<file path="src/rtl/ysyx_24090018_wbu_pkg.sv">
// ---------------------------------------------------------------------------
// ysyx_24090018_wbu_pkg
// Shared definitions for the writeback/commit stage and its register file:
//   - wbu_state_e : commit FSM state encoding
//   - RESET_PC_DEF: default PC after reset
//   - REG_IDX_W / NUM_REGS : register index width and register count
//   - REG_ZERO / REG_A0    : hardwired-zero register and a0 (halt code source)
//   - ZERO_WORD            : all-zero 32-bit word
// ---------------------------------------------------------------------------
package ysyx_24090018_wbu_pkg;

   typedef enum logic [1:0] {
      S_IDLE   = 2'd0,
      S_COMMIT = 2'd1,
      S_NOTIFY = 2'd2,
      S_HALT   = 2'd3
   } wbu_state_e;

   localparam logic [31:0] RESET_PC_DEF = 32'h8000_0000;
   localparam logic [31:0] ZERO_WORD    = 32'h0000_0000;

   localparam int REG_IDX_W = 5;
   localparam int NUM_REGS  = 32;

   localparam logic [REG_IDX_W-1:0] REG_ZERO = 5'd0;
   localparam logic [REG_IDX_W-1:0] REG_A0   = 5'd10;

endpackage

</file>
<file path="src/rtl/ysyx_24090018_regfile.sv">
// ---------------------------------------------------------------------------
// ysyx_24090018_regfile
// 32 x DATA_WIDTH architectural register file.
//   clk, rst            : clock, synchronous active-high clear of all entries
//   wen_i/waddr_i/wdata_i : single synchronous write port (x0 writes dropped)
//   raddr1_i/rdata1_o   : combinational read port 1 (no write bypass)
//   raddr2_i/rdata2_o   : combinational read port 2 (no write bypass)
//   a0_o                : current value of x10, used as the ebreak halt code
// ---------------------------------------------------------------------------
module ysyx_24090018_regfile
   import ysyx_24090018_wbu_pkg::*;
#(
   parameter int DATA_WIDTH = 32
) (
   input  logic                  clk,
   input  logic                  rst,
   input  logic                  wen_i,
   input  logic [REG_IDX_W-1:0]  waddr_i,
   input  logic [DATA_WIDTH-1:0] wdata_i,
   input  logic [REG_IDX_W-1:0]  raddr1_i,
   input  logic [REG_IDX_W-1:0]  raddr2_i,
   output logic [DATA_WIDTH-1:0] rdata1_o,
   output logic [DATA_WIDTH-1:0] rdata2_o,
   output logic [DATA_WIDTH-1:0] a0_o
);

   localparam logic [DATA_WIDTH-1:0] W_ZERO = DATA_WIDTH'(ZERO_WORD);

   logic [DATA_WIDTH-1:0] r_regs [NUM_REGS];

   // Reset wins over a same-cycle write, so a commit interrupted by rst is lost.
   always_ff @(posedge clk) begin
      if (rst) begin
         for (int i = 0; i < NUM_REGS; i++) begin
            r_regs[i] <= W_ZERO;
         end
      end else if (wen_i && (waddr_i != REG_ZERO)) begin
         r_regs[waddr_i] <= wdata_i;
      end
   end

   // Reads see the stored value only; a write becomes visible the cycle after.
   assign rdata1_o = (raddr1_i == REG_ZERO) ? W_ZERO : r_regs[raddr1_i];
   assign rdata2_o = (raddr2_i == REG_ZERO) ? W_ZERO : r_regs[raddr2_i];
   assign a0_o     = r_regs[REG_A0];

endmodule

</file>
<file path="src/rtl/ysyx_24090018_wbu.sv">
// ---------------------------------------------------------------------------
// ysyx_24090018_wbu
// Writeback/commit stage of the multi-cycle core. Accepts one execute result
// per handshake, commits it into the register file and PC, then offers the
// new PC to fetch. An ebreak commit freezes the stage until reset.
//   clk, rst                 : clock, synchronous active-high reset
//   in_valid_i / in_ready_o  : execute -> WBU handshake (ready only in IDLE)
//   inst_addr_i, rd_i, rf_wen_i, rf_wdata_i, jump_en_i, jump_addr_i, ebreak_i
//                            : commit payload, latched at the handshake
//   raddr1_i/raddr2_i, rdata1_o/rdata2_o : decode register read ports
//   out_valid_o / out_ready_i: WBU -> fetch new-PC handshake
//   pc_o                     : architectural PC
//   halt_o, halt_code_o      : sticky ebreak flag and a0 captured at ebreak
//   retired_o                : retired-instruction counter
// ---------------------------------------------------------------------------
module ysyx_24090018_wbu
   import ysyx_24090018_wbu_pkg::*;
#(
   parameter int                    DATA_WIDTH = 32,
   parameter logic [DATA_WIDTH-1:0] RESET_PC   = DATA_WIDTH'(RESET_PC_DEF),
   parameter int                    CNT_WIDTH  = 32
) (
   input  logic                  clk,
   input  logic                  rst,
   input  logic                  in_valid_i,
   output logic                  in_ready_o,
   input  logic [DATA_WIDTH-1:0] inst_addr_i,
   input  logic [REG_IDX_W-1:0]  rd_i,
   input  logic                  rf_wen_i,
   input  logic [DATA_WIDTH-1:0] rf_wdata_i,
   input  logic                  jump_en_i,
   input  logic [DATA_WIDTH-1:0] jump_addr_i,
   input  logic                  ebreak_i,
   input  logic [REG_IDX_W-1:0]  raddr1_i,
   input  logic [REG_IDX_W-1:0]  raddr2_i,
   output logic [DATA_WIDTH-1:0] rdata1_o,
   output logic [DATA_WIDTH-1:0] rdata2_o,
   output logic                  out_valid_o,
   input  logic                  out_ready_i,
   output logic [DATA_WIDTH-1:0] pc_o,
   output logic                  halt_o,
   output logic [DATA_WIDTH-1:0] halt_code_o,
   output logic [CNT_WIDTH-1:0]  retired_o
);

   // Jump targets are forced to even addresses (jalr semantics); sequential
   // flow advances by 4 and wraps modulo 2^DATA_WIDTH.
   function automatic logic [DATA_WIDTH-1:0] f_next_pc(
      input logic                  jump_en,
      input logic [DATA_WIDTH-1:0] jump_addr,
      input logic [DATA_WIDTH-1:0] inst_addr
   );
      if (jump_en) begin
         f_next_pc = jump_addr & ~DATA_WIDTH'(1);
      end else begin
         f_next_pc = inst_addr + DATA_WIDTH'(4);
      end
   endfunction

   wbu_state_e            r_state;
   logic                  r_in_ready;
   logic                  r_out_valid;
   logic [DATA_WIDTH-1:0] r_pc;
   logic                  r_halt;
   logic [DATA_WIDTH-1:0] r_halt_code;
   logic [CNT_WIDTH-1:0]  r_retired;

   // Latched commit payload (data only, no reset needed).
   logic [DATA_WIDTH-1:0] r_inst_addr;
   logic [REG_IDX_W-1:0]  r_rd;
   logic                  r_rf_wen;
   logic [DATA_WIDTH-1:0] r_rf_wdata;
   logic                  r_jump_en;
   logic [DATA_WIDTH-1:0] r_jump_addr;
   logic                  r_ebreak;

   logic                  w_fire_in;
   logic                  w_rf_wen;
   logic [DATA_WIDTH-1:0] w_next_pc;
   logic [DATA_WIDTH-1:0] w_a0;

   assign w_fire_in = in_valid_i && r_in_ready;
   assign w_rf_wen  = (r_state == S_COMMIT) && r_rf_wen;
   assign w_next_pc = f_next_pc(r_jump_en, r_jump_addr, r_inst_addr);

   always_ff @(posedge clk) begin
      if (w_fire_in) begin
         r_inst_addr <= inst_addr_i;
         r_rd        <= rd_i;
         r_rf_wen    <= rf_wen_i;
         r_rf_wdata  <= rf_wdata_i;
         r_jump_en   <= jump_en_i;
         r_jump_addr <= jump_addr_i;
         r_ebreak    <= ebreak_i;
      end
   end

   always_ff @(posedge clk) begin
      if (rst) begin
         r_state     <= S_IDLE;
         r_in_ready  <= 1'b1;
         r_out_valid <= 1'b0;
         r_pc        <= RESET_PC;
         r_halt      <= 1'b0;
         r_halt_code <= '0;
         r_retired   <= '0;
      end else begin
         case (r_state)
            S_IDLE: begin
               if (w_fire_in) begin
                  r_state    <= S_COMMIT;
                  r_in_ready <= 1'b0;
               end
            end
            S_COMMIT: begin
               r_pc      <= w_next_pc;
               r_retired <= r_retired + CNT_WIDTH'(1);
               if (r_ebreak) begin
                  // a0 is sampled before this cycle's write lands.
                  r_state     <= S_HALT;
                  r_halt      <= 1'b1;
                  r_halt_code <= w_a0;
               end else begin
                  r_state     <= S_NOTIFY;
                  r_out_valid <= 1'b1;
               end
            end
            S_NOTIFY: begin
               if (out_ready_i) begin
                  r_state     <= S_IDLE;
                  r_out_valid <= 1'b0;
                  r_in_ready  <= 1'b1;
               end
            end
            S_HALT: begin
               r_state <= S_HALT;
            end
            default: begin
               r_state     <= S_IDLE;
               r_in_ready  <= 1'b1;
               r_out_valid <= 1'b0;
            end
         endcase
      end
   end

   ysyx_24090018_regfile #(
      .DATA_WIDTH (DATA_WIDTH)
   ) u_regfile (
      .clk      (clk),
      .rst      (rst),
      .wen_i    (w_rf_wen),
      .waddr_i  (r_rd),
      .wdata_i  (r_rf_wdata),
      .raddr1_i (raddr1_i),
      .raddr2_i (raddr2_i),
      .rdata1_o (rdata1_o),
      .rdata2_o (rdata2_o),
      .a0_o     (w_a0)
   );

   assign in_ready_o  = r_in_ready;
   assign out_valid_o = r_out_valid;
   assign pc_o        = r_pc;
   assign halt_o      = r_halt;
   assign halt_code_o = r_halt_code;
   assign retired_o   = r_retired;

endmodule

</file>
<file path="config.mk">
export PLATFORM = sky130hd
export DESIGN_NAME = ysyx_24090018_wbu
export DESIGN_NICKNAME = d
export VERILOG_FILES = /design/src/rtl/ysyx_24090018_wbu_pkg.sv /design/src/rtl/ysyx_24090018_regfile.sv /design/src/rtl/ysyx_24090018_wbu.sv
export SDC_FILE = /design/constraint.sdc
export NUM_CORES = 2
export LEC_CHECK = 0
export BUFFER_PORTS_ARGS = -buffer_cell sky130_fd_sc_hd__buf_4
export CORE_MARGIN = 2
export CORE_UTILIZATION = 30
export CTS_BUF_LIST = sky130_fd_sc_hd__clkbuf_4
export CTS_CLUSTER_DIAMETER = 30
export DETAILED_ROUTE_END_ITERATION = 6
export SLEW_MARGIN = 5
export SYNTH_ARGS = -nofsm -noshare
export SYNTH_HDL_FRONTEND = slang
export SYNTH_HIERARCHICAL = 1
export SYNTH_SLANG_ARGS = --single-unit
</file>
<file path="constraint.sdc">
create_clock -name clk -period 9.44 [get_ports clk]
set_input_delay 0.472 -clock clk [delete_from_list [all_inputs] [get_ports clk]]
set_output_delay 0.472 -clock clk [all_outputs]
set_load 0.05 [all_outputs]
</file>
### After elaboration in Yosys (flattened, before gate mapping)

Memories as Yosys holds them, arrays and structs flattened. A register that Yosys moved wholly into a read port is not among the register bits.
Cells that the tools add are included.

* reduce and logical (&&, ||, !) cells: 14
* muxes and demuxes: 21
* eq/ne operators: 6
* add/subtract/negate cells: 2

Operators by type and width (number)
* 32-bit 2-to-1 mux: 4
* 32-bit by 1-bit adder with 32-bit output (second input constant): 1
* 32-bit by 3-bit adder with 32-bit output (second input constant): 1
* 32-bit OR reduction: 1
* 1-bit 2-to-1 mux: 11
* 5-bit zero test: 2
* 2-bit one-hot mux with 4 select lines: 1
* 2-bit inequality test (second input constant): 3
* 3-bit AND reduction: 2
* 5-bit 2-to-1 mux: 1
* 5-bit nonzero test: 1
* 2-bit == test (second input constant): 2
* 2-bit 2-to-1 mux: 2
* 1-bit one-hot mux with 2 select lines: 2
* 2-bit AND reduction: 2
* 2-bit nonzero test: 2
* 1-bit logical AND: 3
* 2-bit by 1-bit == test with 1-bit output (second input constant): 1
* 2-bit zero test: 1

* word-level logic and storage cells: 57
* memories kept: 1
* register bits: 173
* bits in writable memories: 1024
* bits of input ports: 118
* output and inout bits: 163

Memory list
* u_regfile.r_regs: words 32, width 32, rd ports 3, clocked after Yosys merged registers in 1, write ports 32, RTL line ysyx_24090018_regfile.sv:29 `logic [DATA_WIDTH-1:0] r_regs [NUM_REGS];`

### Depth between registers and ports, before layout

* depth in word-level cells: 8
* mapped depth: 10
* gate-level depth less buffers: 6

### Hierarchy

The synthesis kept the hierarchy.

By module, submodules not included
* ysyx_24090018_regfile: cells an instance 3492, area an instance 54086.9 um2, instances 1, sequential area each 30749.5 um2
* ysyx_24090018_wbu: cells an instance 679, area an instance 7837.5 um2, instances 1, sequential area each 5114.9 um2

### Worst setup path after synthesis

Ideal clock, no wire load.

* path kind: input port to output port
* from: in raddr1_i[1]
* to: out rdata1_o[12]
* data required time: 8.968 ns
* arrival time: 3.153 ns
* buffers on the path: 5
* stages: 9
* slack: 5.815 ns
* cells stage by stage: buf_2 -> buf_6 -> buf_6 -> buf_4 -> buf_2 -> nor2_1 -> a22oi_1 -> a21oi_1 -> nor4_1

* longest elaborated chain between the ends: 2

RTL lines
* from (decl): RTL line ysyx_24090018_wbu.sv:34 `input logic [REG_IDX_W-1:0] raddr1_i,`
* memory 32 x 32 bit / 5-bit zero test (equally long branches)
* 32-bit 2-to-1 mux (*): RTL line ysyx_24090018_regfile.sv:43 `assign rdata1_o = (raddr1_i == REG_ZERO) ? W_ZERO : r_regs[raddr1_i];`
* to (decl): RTL line ysyx_24090018_wbu.sv:36 `output logic [DATA_WIDTH-1:0] rdata1_o,`

Mark *: on every way between the ends. The rest lies on a longest branch, timed or not.

### Worst setup path after layout

* from: in raddr2_i[1]
* to: out rdata2_o[28]

* longest elaborated chain between the ends: 2

RTL lines
* from (decl): RTL line ysyx_24090018_wbu.sv:35 `input logic [REG_IDX_W-1:0] raddr2_i,`
* memory 32 x 32 bit / 5-bit zero test (equally long branches)
* 32-bit 2-to-1 mux (*): RTL line ysyx_24090018_regfile.sv:44 `assign rdata2_o = (raddr2_i == REG_ZERO) ? W_ZERO : r_regs[raddr2_i];`
* to (decl): RTL line ysyx_24090018_wbu.sv:37 `output logic [DATA_WIDTH-1:0] rdata2_o,`

Marked as above.

==> results.sh <==
export IMPL_status="finished with violations"
export IMPL_failed_checks="DRC"
export IMPL_relSlewSlack_pct=16.3
export IMPL_antenna_found_initial=11
export IMPL_row_count=166
export IMPL_period_share_pct=50.5
export IMPL_worstHoldEndpoint="retired_o[20]"
export IMPL_hold_path_depth=3
export IMPL_clkLatencyLatePin_ns=1.37
export IMPL_gp_congestion=0.819
export IMPL_r2r_end="u_regfile/r_regs[22][12]"
export IMPL_rr_worst_depth=8
export IMPL_num_fill_cells=19475
export IMPL_cp_slowest_cell="a2111oi_0"
export IMPL_min_from="rst"
export IMPL_ant_nets=0
export IMPL_fin_cells=7721
export IMPL_grt_pass1_wl_um=302000
export IMPL_netlist_area_mm2=0.0619
export IMPL_postRouteWirelength_um=215000
export IMPL_cts_sinks=1228
export IMPL_hold_viol=0
export IMPL_die_w_um=458
export IMPL_ys_ff_latch=1228
export IMPL_async_flop_share_pct=0
export IMPL_dp_cells=6867
export IMPL_min_period_ns=4.77
export IMPL_path_common_cell="buf_4"
export IMPL_crit_arrival_ns=4.29
export IMPL_clock_skew_ns=0.130
export IMPL_io_pins=281
export IMPL_drtPass1Iterations=7
export IMPL_postSynthCellCount=4171
export IMPL_critPathLaunchType="primary input"
export IMPL_cp_cell_sequence="buf_4, buf_4, or3b_2, o22ai_1, a2111oi_0, nor3_1, buf_4"
export IMPL_cts_repair_resized=0
export IMPL_grt_max_degree=125
export IMPL_cts_buffers=368
export IMPL_avgSynthCellArea_um2=14.8
export IMPL_start_util_pct=30.2
export IMPL_area_growth_pct=18.7
export IMPL_r2r_start="r_state[0]"
export IMPL_grt_pass1_vias=42920
export IMPL_fin_setup_tns_ns=0
export IMPL_drv_cap=0
export IMPL_final_seq_area_mm2=0.0359
export IMPL_cts_tree="done"
export IMPL_synth_top_area_share_pct=54.7
export IMPL_worst_slew_pin_slew_ns=1.22
export IMPL_design_core_area_mm2=0.205
export IMPL_rsz0062_at_grt="no"
export IMPL_drt_iter0_markers=4354
export IMPL_cp_end_kind="output pin"
export IMPL_synth_flop_cell="edfxtp_1"
export IMPL_cts_buffer_depth=4
export IMPL_yosysTopAreaCell="edfxtp_1"
export IMPL_max_freq_ghz=0.210
export IMPL_final_common_cell="edfxtp_1"
export IMPL_final_cell_mix="edfxtp_1, and2_1, clkbuf_4"
export IMPL_ys_warn_count=6
export IMPL_synthDistinctLibCells=69
export IMPL_h_tree_depth=5
export IMPL_crit_type="in2out"
export IMPL_die_area_mm2=0.210
export IMPL_post_route_util_pct=35.9
export IMPL_via_count=41268
export IMPL_max_stage_delay_ns=0.92
export IMPL_setup_violations=0
export IMPL_grt_usage_pct=20.0
export IMPL_crit_required_ns=8.97
export IMPL_synth_area_leaders="edfxtp_1, mux4_2, and2_1"
export IMPL_powerDensity_mw_per_mm2=176
export IMPL_die_y_um=458
export IMPL_peakVddDrop_mv=0.144
export IMPL_crit_fanout=30
export IMPL_drv_slew=0
export IMPL_viasPerCell=5.34
export IMPL_wl_per_cell_um=27.8
export IMPL_cp_top_family="buffers and inverters"
export IMPL_io_buffers=279
export IMPL_grt_overflow=0
export IMPL_drcViolationCount=1
export IMPL_r2r_setup_slack_ns=5.34
export IMPL_synth_edf_count=1127
export IMPL_multi_input_area_mm2=0.0245
export IMPL_leakagePower_nw=26.8
export IMPL_clk_pin_slew_ns=0.06
export IMPL_nets=4881
export IMPL_cts_root_buffer="clkbuf_4"
export IMPL_hp_class="in2reg"
export IMPL_critPathBufInv=3
export IMPL_yosysSeqAreaShare_pct=57.9
export IMPL_hpwl_um=126000
export IMPL_drive_gt1_share_pct=30.7
export IMPL_post_cts_buffers=0
==> flip-flops by register name (all words and copies together) (netlist names) <==
register and cells:
halt_code_o 32, halt_o 1, in_ready_o 1, out_valid_o 1, pc_o 32, r_ebreak 1, r_inst_addr 32, r_jump_addr 31
r_jump_en 1, r_rd 5, r_rf_wdata 32, r_rf_wen 1, r_state 2, retired_o 32, u_regfile/r_regs 1024
==> Yosys cell counts (31+ instances only) <==
| cell | instances |
|---|---|
| edfxtp_1 | 1127 |
| and2_1 | 1000 |
| mux4_2 | 474 |
| clkbuf_1 | 296 |
| mux2i_1 | 153 |
| nand2_1 | 113 |
| dfxtp_1 | 101 |
| o22ai_1 | 90 |
| nor2_1 | 85 |
| a21oi_1 | 74 |
| buf_2 | 61 |
| nor3_1 | 61 |
| a22o_1 | 51 |
| xor2_1 | 37 |
| nand3_1 | 35 |
| or2_2 | 34 |
| a211oi_1 | 33 |
| mux2_2 | 31 |
==> through the flow <==
step	hold slack (ns)	worst slack (ns)	total power (W)	cell area, µm²
final	0.137	4.67	0.0129	73500
after global routing	0.0692	4.59	0.0134	73500
after CTS	0.0126	4.66	0.0131	73500
after detailed placement	0.448	4.66	0.00791	66900
after global placement	0.447	4.66	0.00789	66900
after floorplan	0.506	5.82	0.00729	62000
==> routing by layer <==
layer,track usage [%],vias up,part of all wire [%]
met5,0,-,0
met4,12.0,0,5.9
met3,4.08,487,7.8
met2,34.0,2031,50
met1,23.4,21378,36
li1,-,17372,-
==> area by class of cell <==
| class | instances | area share [%] |
|---|---|---|
| repair buffers | 607 | 7.05 |
| multi-input cells | 2549 | 33.4 |
| inverters | 7 | 0.0357 |
| clock inverters | 147 | 1.18 |
| flip-flops and latches | 1228 | 48.8 |
| clock buffers | 483 | 4.93 |
| diodes | 12 | 0.0409 |
| well taps | 2688 | 4.58 |
==> worst min-delay path, cell delays in order <==
cell and delay, ns:
dlygate4sd3_1 0.55, buf_6 0.28, nor2_1 0.15
==> worst max path at each step <==
stage,cells after the start,slack [ns],startpoint,endpoint
floorplan,9,5.82,raddr1_i[1],rdata1_o[12]
finish,7,4.67,raddr2_i[1],rdata2_o[28]
global placement,7,4.66,raddr2_i[0],rdata2_o[9]
detailed placement,7,4.66,raddr2_i[0],rdata2_o[7]
global route,7,4.59,raddr2_i[0],rdata2_o[7]
CTS,7,4.66,raddr2_i[0],rdata2_o[7]
==> report_power, final <==
part	internal [W]	switching, W
registers	0.00614	0.000199
logic	0.000590	0.000934
clock network	0.00266	0.00240
total	0.00940	0.00353
==> cells by family after synthesis <==
kind of cell	count (synthesis)	share of synthesized area [%]
flops	1228	57.9
buf+inv	425	3.04
fa+ha+maj	2	0.0404
compound gates	365	4.18
simple gates	1438	13.8
other cells	1	0.00606
xor+xnor	54	0.764
mux	658	20.3
==> timing repair <==
item                                    4_1_cts  5_1_grt
endpoints found under the setup margin        0        0
hold endpoints to repair                    259        0
hold buffers                                212        0
Note: power is estimated with default switching activity, not from simulation.
